`config.mk`:
```
export PLATFORM = sky130hd
export DESIGN_NAME = pipe_ctrl
export DESIGN_NICKNAME = d
export VERILOG_FILES = /design/src/rtl/pipe_ctrl_pkg.sv /design/src/rtl/sat_counter.sv /design/src/rtl/pipe_ctrl.sv
export SDC_FILE = /design/constraint.sdc
export NUM_CORES = 1
export LEC_CHECK = 0
export BUFFER_PORTS_ARGS = -buffer_cell sky130_fd_sc_hd__buf_2
export CORE_UTILIZATION = 50
export CTS_CLUSTER_SIZE = 10
export DETAILED_ROUTE_END_ITERATION = 16
export GPL_TIMING_DRIVEN = 0
export MAX_ROUTING_LAYER = met4
export PLACE_DENSITY = 0.78
export SYNTH_ARGS = -nofsm -noshare
export SYNTH_HDL_FRONTEND = slang
export SYNTH_SLANG_ARGS = --single-unit
export TNS_END_PERCENT = 20
```
`constraint.sdc`:
```
create_clock -name clk -period 3.08 [get_ports clk]
set_clock_uncertainty 0.1 [all_clocks]
set_input_delay 0.154 -clock clk [delete_from_list [all_inputs] [get_ports clk]]
set_output_delay 0.154 -clock clk [all_outputs]
set_load 0.05 [all_outputs]
```
`src/rtl/pipe_ctrl_pkg.sv`:
```
// Shared definitions for the pipeline hazard controller: FSM encoding, counter width,
// and the load-use hazard detector.
package pipe_ctrl_pkg;

    localparam int unsigned CNT_W = 16;

    typedef enum logic [1:0] {
        StRun     = 2'd0,
        StFlush   = 2'd1,
        StMemWait = 2'd2,
        StUnused  = 2'd3
    } state_e;

    // A load in EX whose result is needed by the instruction in ID; x0 never hazards.
    function automatic logic is_load_use(input logic [4:0] id_rs1,
                                         input logic [4:0] id_rs2,
                                         input logic       id_rs2_used,
                                         input logic [4:0] ex_rd,
                                         input logic       ex_we,
                                         input logic       ex_is_load);
        return ex_is_load && ex_we && (ex_rd != 5'd0) &&
               ((ex_rd == id_rs1) || (id_rs2_used && (ex_rd == id_rs2)));
    endfunction

endpackage

```
`src/rtl/sat_counter.sv`:
```
// Saturating up-counter with synchronous clear; holds at all-ones.
module sat_counter #(
    parameter int unsigned Width = 16
) (
    input  logic             clk,
    input  logic             inc,
    input  logic             clear,
    output logic [Width-1:0] count
);

    logic [Width-1:0] count_q;

    always_ff @(posedge clk) begin
        if (clear) begin
            count_q <= '0;
        end else if (inc && (count_q != '1)) begin
            count_q <= count_q + 1'b1;
        end
    end

    assign count = count_q;

endmodule

```
`src/rtl/pipe_ctrl.sv`:
```
// Five-stage pipeline hazard controller: stalls, bubbles and flushes for load-use,
// taken branches and slow memory, plus stall/flush performance counters.
module pipe_ctrl
    import pipe_ctrl_pkg::*;
(
    input  logic             clk,
    input  logic             reset,
    input  logic [4:0]       id_rs1,
    input  logic [4:0]       id_rs2,
    input  logic             id_rs2_used,
    input  logic [4:0]       ex_rd,
    input  logic             ex_we,
    input  logic             ex_is_load,
    input  logic             branch_taken,
    input  logic             mem_busy,
    output logic             pc_en,
    output logic             ifid_en,
    output logic             idex_en,
    output logic             exmem_en,
    output logic             ifid_flush,
    output logic             idex_flush,
    output logic             memwb_flush,
    output logic [CNT_W-1:0] stall_cnt,
    output logic [CNT_W-1:0] flush_cnt,
    output logic [1:0]       state
);

    state_e state_q, state_d;
    logic   load_use;

    assign load_use = is_load_use(id_rs1, id_rs2, id_rs2_used, ex_rd, ex_we, ex_is_load);

    always_ff @(posedge clk) begin
        if (!reset) begin
            state_q <= StRun;
        end else begin
            state_q <= state_d;
        end
    end

    always_comb begin
        pc_en       = 1'b1;
        ifid_en     = 1'b1;
        idex_en     = 1'b1;
        exmem_en    = 1'b1;
        ifid_flush  = 1'b0;
        idex_flush  = 1'b0;
        memwb_flush = 1'b0;
        state_d     = StRun;

        if (!reset) begin
            // Keep the pipe moving so it fills with bubbles while held in reset.
            ifid_flush  = 1'b1;
            idex_flush  = 1'b1;
            memwb_flush = 1'b1;
        end else if (mem_busy) begin
            pc_en       = 1'b0;
            ifid_en     = 1'b0;
            idex_en     = 1'b0;
            exmem_en    = 1'b0;
            memwb_flush = 1'b1;
            state_d     = StMemWait;
        end else if (branch_taken) begin
            ifid_flush = 1'b1;
            idex_flush = 1'b1;
            state_d    = StFlush;
        end else if (state_q == StFlush) begin
            // Drop the word the synchronous IMEM fetched before the redirect landed.
            ifid_flush = 1'b1;
        end else if (load_use) begin
            pc_en      = 1'b0;
            ifid_en    = 1'b0;
            idex_flush = 1'b1;
        end
    end

    assign state = state_q;

    sat_counter #(
        .Width(CNT_W)
    ) u_stall_cnt (
        .clk  (clk),
        .inc  (~pc_en),
        .clear(~reset),
        .count(stall_cnt)
    );

    sat_counter #(
        .Width(CNT_W)
    ) u_flush_cnt (
        .clk  (clk),
        .inc  (ifid_flush),
        .clear(~reset),
        .count(flush_cnt)
    );

endmodule

```
* Word-level counts from Yosys, hierarchy flattened
Index checks and enable logic that the tools add are counted.
** Storage, ports and cells
- Register bits after elaboration :: 34
- Input bits :: 22
** Operators by class
- Add/subtract/negate cells :: 2
- Mux-type cells :: 20
- Equal/unequal tests :: 5
- Bitwise gates (word level) :: 2
- Reductions and logical operators :: 9
** Operators with widths (count)
- $add 16x1->16 const B :: 2
- $ne 16x16->1 const B :: 2
- $mux 1 :: 19
- $eq 5x5->1 :: 2
- $logic_and 1x1->1 :: 6
- $reduce_bool 5->1 :: 1
- $eq 2x1->1 const B :: 1
- $mux 2 :: 1
- $not 1->1 :: 2
- $reduce_or 2->1 :: 1
- $logic_or 1x1->1 :: 1

* Logic depth before layout (Yosys ltp)
- Depth after elaboration :: 11
- Gate-level depth with buffers :: 9

* Modules after synthesis
From an unflattened synthesis, not the netlist that was laid out.
** Second synthesis, totals
- Cell total of the unflattened synthesis :: 232
- Area total of the unflattened synthesis :: 1971.9 µm²
** By module, submodules not included
- sat_counter :: instances 2, cells each 99, area an instance 848.3 µm²
- pipe_ctrl :: instances 1, cells each 34, area an instance 275.3 µm²

* Worst setup path after synthesis
No wires, ideal clock.
- Kind :: flip-flop to flip-flop
- Start point :: register u_stall_cnt.count_q[3] (netlist: u_stall_cnt.count[3])
- End point :: register u_stall_cnt.count_q[5] (netlist: u_stall_cnt.count[5])
- Data required time :: 2831 ps
- Period minus slack after synthesis :: 2322 ps
- Setup slack :: 758 ps
- Arrival :: 2073 ps
- Setup time :: 149 ps
- Buffers on the path :: 1
- Cell stages (with the launch flop) :: 8
- Cells stage by stage :: dfxtp_1 -> and4_1 -> and2_4 -> nand3_2 -> nor3_2 -> buf_4 -> nor3_1 -> mux2i_1
** On the way
- Word-level cells in the longest chain between the ends :: 2
** Ends and longest elaborated chain
- from (decl) :: line sat_counter.sv:11 : logic [Width-1:0] count_q;
- from (signal assigned) :: line sat_counter.sv:17 : count_q <= count_q + 1'b1;
- parallel branches: the longest is 2 deep, another holds $add 16x1->16
Parallel ways; which one is timed is not known.
A chain may end at the register's enable or synchronous reset.

* Worst setup path in the final report
- Start point :: register state_q[1] (netlist: state[1])
- End point :: output pc_en
** On the way
- Word-level cells in the longest chain between the ends :: 5
** Ends and longest elaborated chain
- from (decl) :: line pipe_ctrl.sv:28 : state_e state_q, state_d;
- from (signal assigned) :: line pipe_ctrl.sv:35 : state_q <= StRun;
- from (signal assigned) :: line pipe_ctrl.sv:37 : state_q <= state_d;
- $eq 2x1->1 :: line pipe_ctrl.sv:67 : end else if (state_q == StFlush) begin
- $mux 1 :: line pipe_ctrl.sv:67
- $mux 1 :: line pipe_ctrl.sv:63 : end else if (branch_taken) begin
- $mux 1 :: line pipe_ctrl.sv:56 : end else if (mem_busy) begin
- $mux 1 :: line pipe_ctrl.sv:51 : if (!reset) begin
- to (decl) :: line pipe_ctrl.sv:16 : output logic pc_en,
Every way passes these cells.

==> run summary <==
The run finished with clean final reports. The wire-length estimate of the detail-placed layout is 3080 microns. From synthesis to final layout, the design area changed by 23.8%. The fraction of layout instances using a drive strength above 1 is 0.290, and the post-layout instance area is 2270 sq um. The number of design rule violations left after detail routing came out at 0. The fmax came out at 0.433 GHz. CTS placed an instance of sky130_fd_sc_hd__clkbuf_4 at the clock tree root. The tightest slew margin relative to the limit is 0.605. The logs give 0 for the number of hold-slack violations in the final timing report and 0.0639 for the met3 demand-to-capacity share in global routing. The number of antenna violations at the first check in global routing is 0, and the internal power consumption is 602 uW. The congestion estimate from routability-driven global placement came to 0.824. The run gives 0 as the total setup violations reported at the end of the flow. The floorplan step defined a die boundary enclosing 3920 sq um. Summing all placed instances gives a cell area of 2200 sq um.

The peak fanout along the critical path came out at 11. The tools report the total nets after synthesis as 244. The count of warnings emitted by yosys was 0; the area share of the leading cell type in the synthesized netlist was 0.371. Counting the buffers created by CTS gives 5. For this design the static power due to leakage is 0.000952 uW. The post-route clock period utilization came out at 0.750. Setup repair after global routing left no endpoint under its margin. Summing internal, switching and leakage power gives 851 uW.

For the largest net degree at the start of global routing, the log shows 12. The setup slack on the worst flop-to-flop path came out at 0.80 ns. The core region is 3420 sq um. The routed length per placed instance was 12.3 microns. Data on the critical path is required at its endpoint by 2.83 ns.

Met1 track utilization from global routing: 0.290. The height of the die was 62.6 microns; the number of clock sinks seen by CTS was 34. After clock tree synthesis, the clock-pin slew on the worst setup and hold paths is 0.10 ns.

Summed over all layers, the global routing overflow is 0. The H-tree was split into 2 levels. Kind of path behind the tightest hold check: in -> reg. The number of distinct standard cells referenced by the synthesized netlist was 42. In the post-route analysis, the smallest setup slack over all paths is 0.769 ns.

The max-slew violation count came out at 0. Predominant post-synthesis flop cell: sky130_fd_sc_hd__dfxtp_1. The run gives 0.158 as the combinational share of power. The largest voltage drop on the vdd net came out at 0.286 mV.

The number of nets in the layout was 313; the count of fill cells added during filler insertion was 310. Final-layout setup total negative slack: 0 ns. The final layout contains routed wiring with a total length of 4120 microns. The tools report the nature of the critical path startpoint as a flip-flop. The combined area of the multi-input logic cells is 1070 sq um, and the register area is 681 sq um. The cell type with the highest aggregate area in the netlist is sky130_fd_sc_hd__dfxtp_1. The worst setup path is captured at an output port. From left edge to right edge, the die measures 62.6 microns. Max-cap violations in this run came to 0. The end point of the critical path was pc_en.

Launching instance or port of the critical path: state[1]. The worst register-to-register path ends at u_stall_cnt.count[5]. The proportion of register bits with asynchronous set or reset after synthesis was 0. The post-CTS resize count is 0.

The run gives 0.345 as the routing usage on met2. The cell area after synthesis was 1840 sq um; the post-synthesis sequential area ratio was 0.371. In the routed layout, each cell is associated on average with a via count of 5.46. Summing over every cut layer, the via total after detailed routing is 1834.

In this run the most used layer during global routing was met2. The floorplan has 21 rows. The power spent charging and discharging nets was 249 uW. Ranked by instance count, the synthesized netlist is headed by sky130_fd_sc_hd__dfxtp_1, sky130_fd_sc_hd__nand2_1, sky130_fd_sc_hd__nand3_1, sky130_fd_sc_hd__nor2_1, sky130_fd_sc_hd__a21oi_1.

The register bit count reported by yosys was 34; the first-pass GRT wire length was 6950 microns. The clock power share was 0.311; the worst-case setup slack after placement was 0.861 ns. The total power divided by cell area was 374 nW/um^2; the count of cells along the worst register-to-register path was 7. For the worst-skew pair, the clock arrives at the later sink with an insertion delay of 0.34 ns. The count of flip-flops with a built-in enable after synthesis is 0.

For this design the top-level I/O count stands at 63. The final core utilization was 0.666. The tools report the number of global-route vias before repair as 1539.

The routed design could run at a clock period as short as 2.31 ns. The average cell area after synthesis is 8.35 sq um. The transition time of the tightest slew-check pin came out at 0.589 ns.

The category of the critical setup timing path is reg -> out. The number of antenna diodes in the final layout is 0. Data arrives at the worst endpoint at 2.06 ns. Number of buffers added on ports: 61.

The count of nets left with antenna violations once routing finished came out at 0. In this run the deepest clock path goes through 2 buffers. Switching power as a share of total power: 0.293. The effective utilization at floorplan was 0.538.

The run gives 220 as the number of instances in the synthesized netlist. The initial detailed-routing violation count was 80; the share of power burned in registers was 0.531. In this run the critical register-to-register path is launched from u_stall_cnt.count[3]. Sorting the synthesized cells by area gives the leading types as sky130_fd_sc_hd__dfxtp_1, sky130_fd_sc_hd__xnor2_1, sky130_fd_sc_hd__nand3_1, sky130_fd_sc_hd__a21oi_1, sky130_fd_sc_hd__mux2i_1. The overall fraction of global-route tracks in use is 0.228. The cell with the most instances after synthesis was sky130_fd_sc_hd__dfxtp_1.

The first-pass iteration count of the detailed router came out at 4. TritonCTS built the clock tree.
-- worst min path at each step --
| stage | from | to | cells past startpoint |
|---|---|---|---|
| 2_1_floorplan | branch_taken | state[0] | 2 |
| 3_3_place_gp | branch_taken | state[0] | 3 |
| 3_5_place_dp | branch_taken | state[0] | 3 |
| 4_1_cts | mem_busy | state[0] | 3 |
| 5_1_grt | mem_busy | state[0] | 3 |
| 6_report | mem_busy | state[0] | 3 |
-- flip-flops by register name, indices dropped and copies added (netlist names) --
register,flops
state,2
u_flush_cnt.count,16
u_stall_cnt.count,16
-- timing repair --
item | 4_1_cts | 5_1_grt
setup buffers | 0 | 0
hold endpoints to repair | 1 | 0
hold buffers | 1 | 0
-- area by class of cell --
type,count,area share
multi-input combinational,169,0.471
sequential,34,0.299
timing repair buffer,62,0.139
buffer,10,0.0259
tap,46,0.0253
clock buffer,6,0.0226
inverter,7,0.0116
clock inverter,2,0.00550
-- through the flow --
stage | hold WS [ns] | std cells
final | 0.0202 | 336
after global routing | 0.0280 | 336
after CTS | 0.00893 | 336
after detailed placement | 0.319 | 327
after global placement | 0.315 | 327
after floorplan | 0.189 | 220
-- worst max-delay path, cell delays in order, from the launching register on --
cell and delay [ns]:
sky130_fd_sc_hd__dfxtp_1 0.33, sky130_fd_sc_hd__nand2b_1 0.12, sky130_fd_sc_hd__nand3_1 0.09, sky130_fd_sc_hd__a21oi_1 0.24, sky130_fd_sc_hd__a31o_4 0.24, sky130_fd_sc_hd__inv_2 0.05
sky130_fd_sc_hd__buf_6 0.13, sky130_fd_sc_hd__buf_2 0.18, sky130_fd_sc_hd__buf_4 0.14, sky130_fd_sc_hd__buf_2 0.20
-- placed cells by master (no fill, tap or decap), drive strengths merged, types with 3 or more instances in the layout --
| master | count |
|---|---|
| and2 | 6 |
| o21ai | 5 |
| nor2 | 17 |
| nor3 | 4 |
| nand2b | 3 |
| clkbuf | 10 |
| o31ai | 5 |
| nand2 | 21 |
| a21oi | 16 |
| or3 | 5 |
| dfxtp | 34 |
| xor2 | 7 |
| mux2i | 8 |
| inv | 7 |
| nand3 | 19 |
| nor4 | 4 |
| buf | 67 |
| or4 | 5 |
| nand4 | 7 |
| and3 | 6 |
| xnor2 | 13 |
-- power by group through the flow --
stage                     Sequential (uW)  Clock [uW]  Combinational (uW)
after floorplan                       484           0                72.9
after global routing                  453         296                 146
after detailed placement              462           0                 134
after global placement                462           0                 133
after CTS                             452         271                 136
final                                 452         264                 135
-- layer usage --
layer	up-vias	wire [microns]
li1	929	-
met1	846	1980
met2	53	1850
met3	6	235
met4	0	53
met5	-	0
-- logic make-up after synthesis --
kind of cell | share of synthesized area
AND/OR/NAND/NOR | 0.300
AO/OA/AOI/OAI | 0.131
flip-flops | 0.371
XOR/XNOR | 0.0954
buffers and inverters | 0.0463
multiplexers | 0.0436
adder cells (fa/ha/maj) | 0.0136
Power figures use the tool's default switching activity.
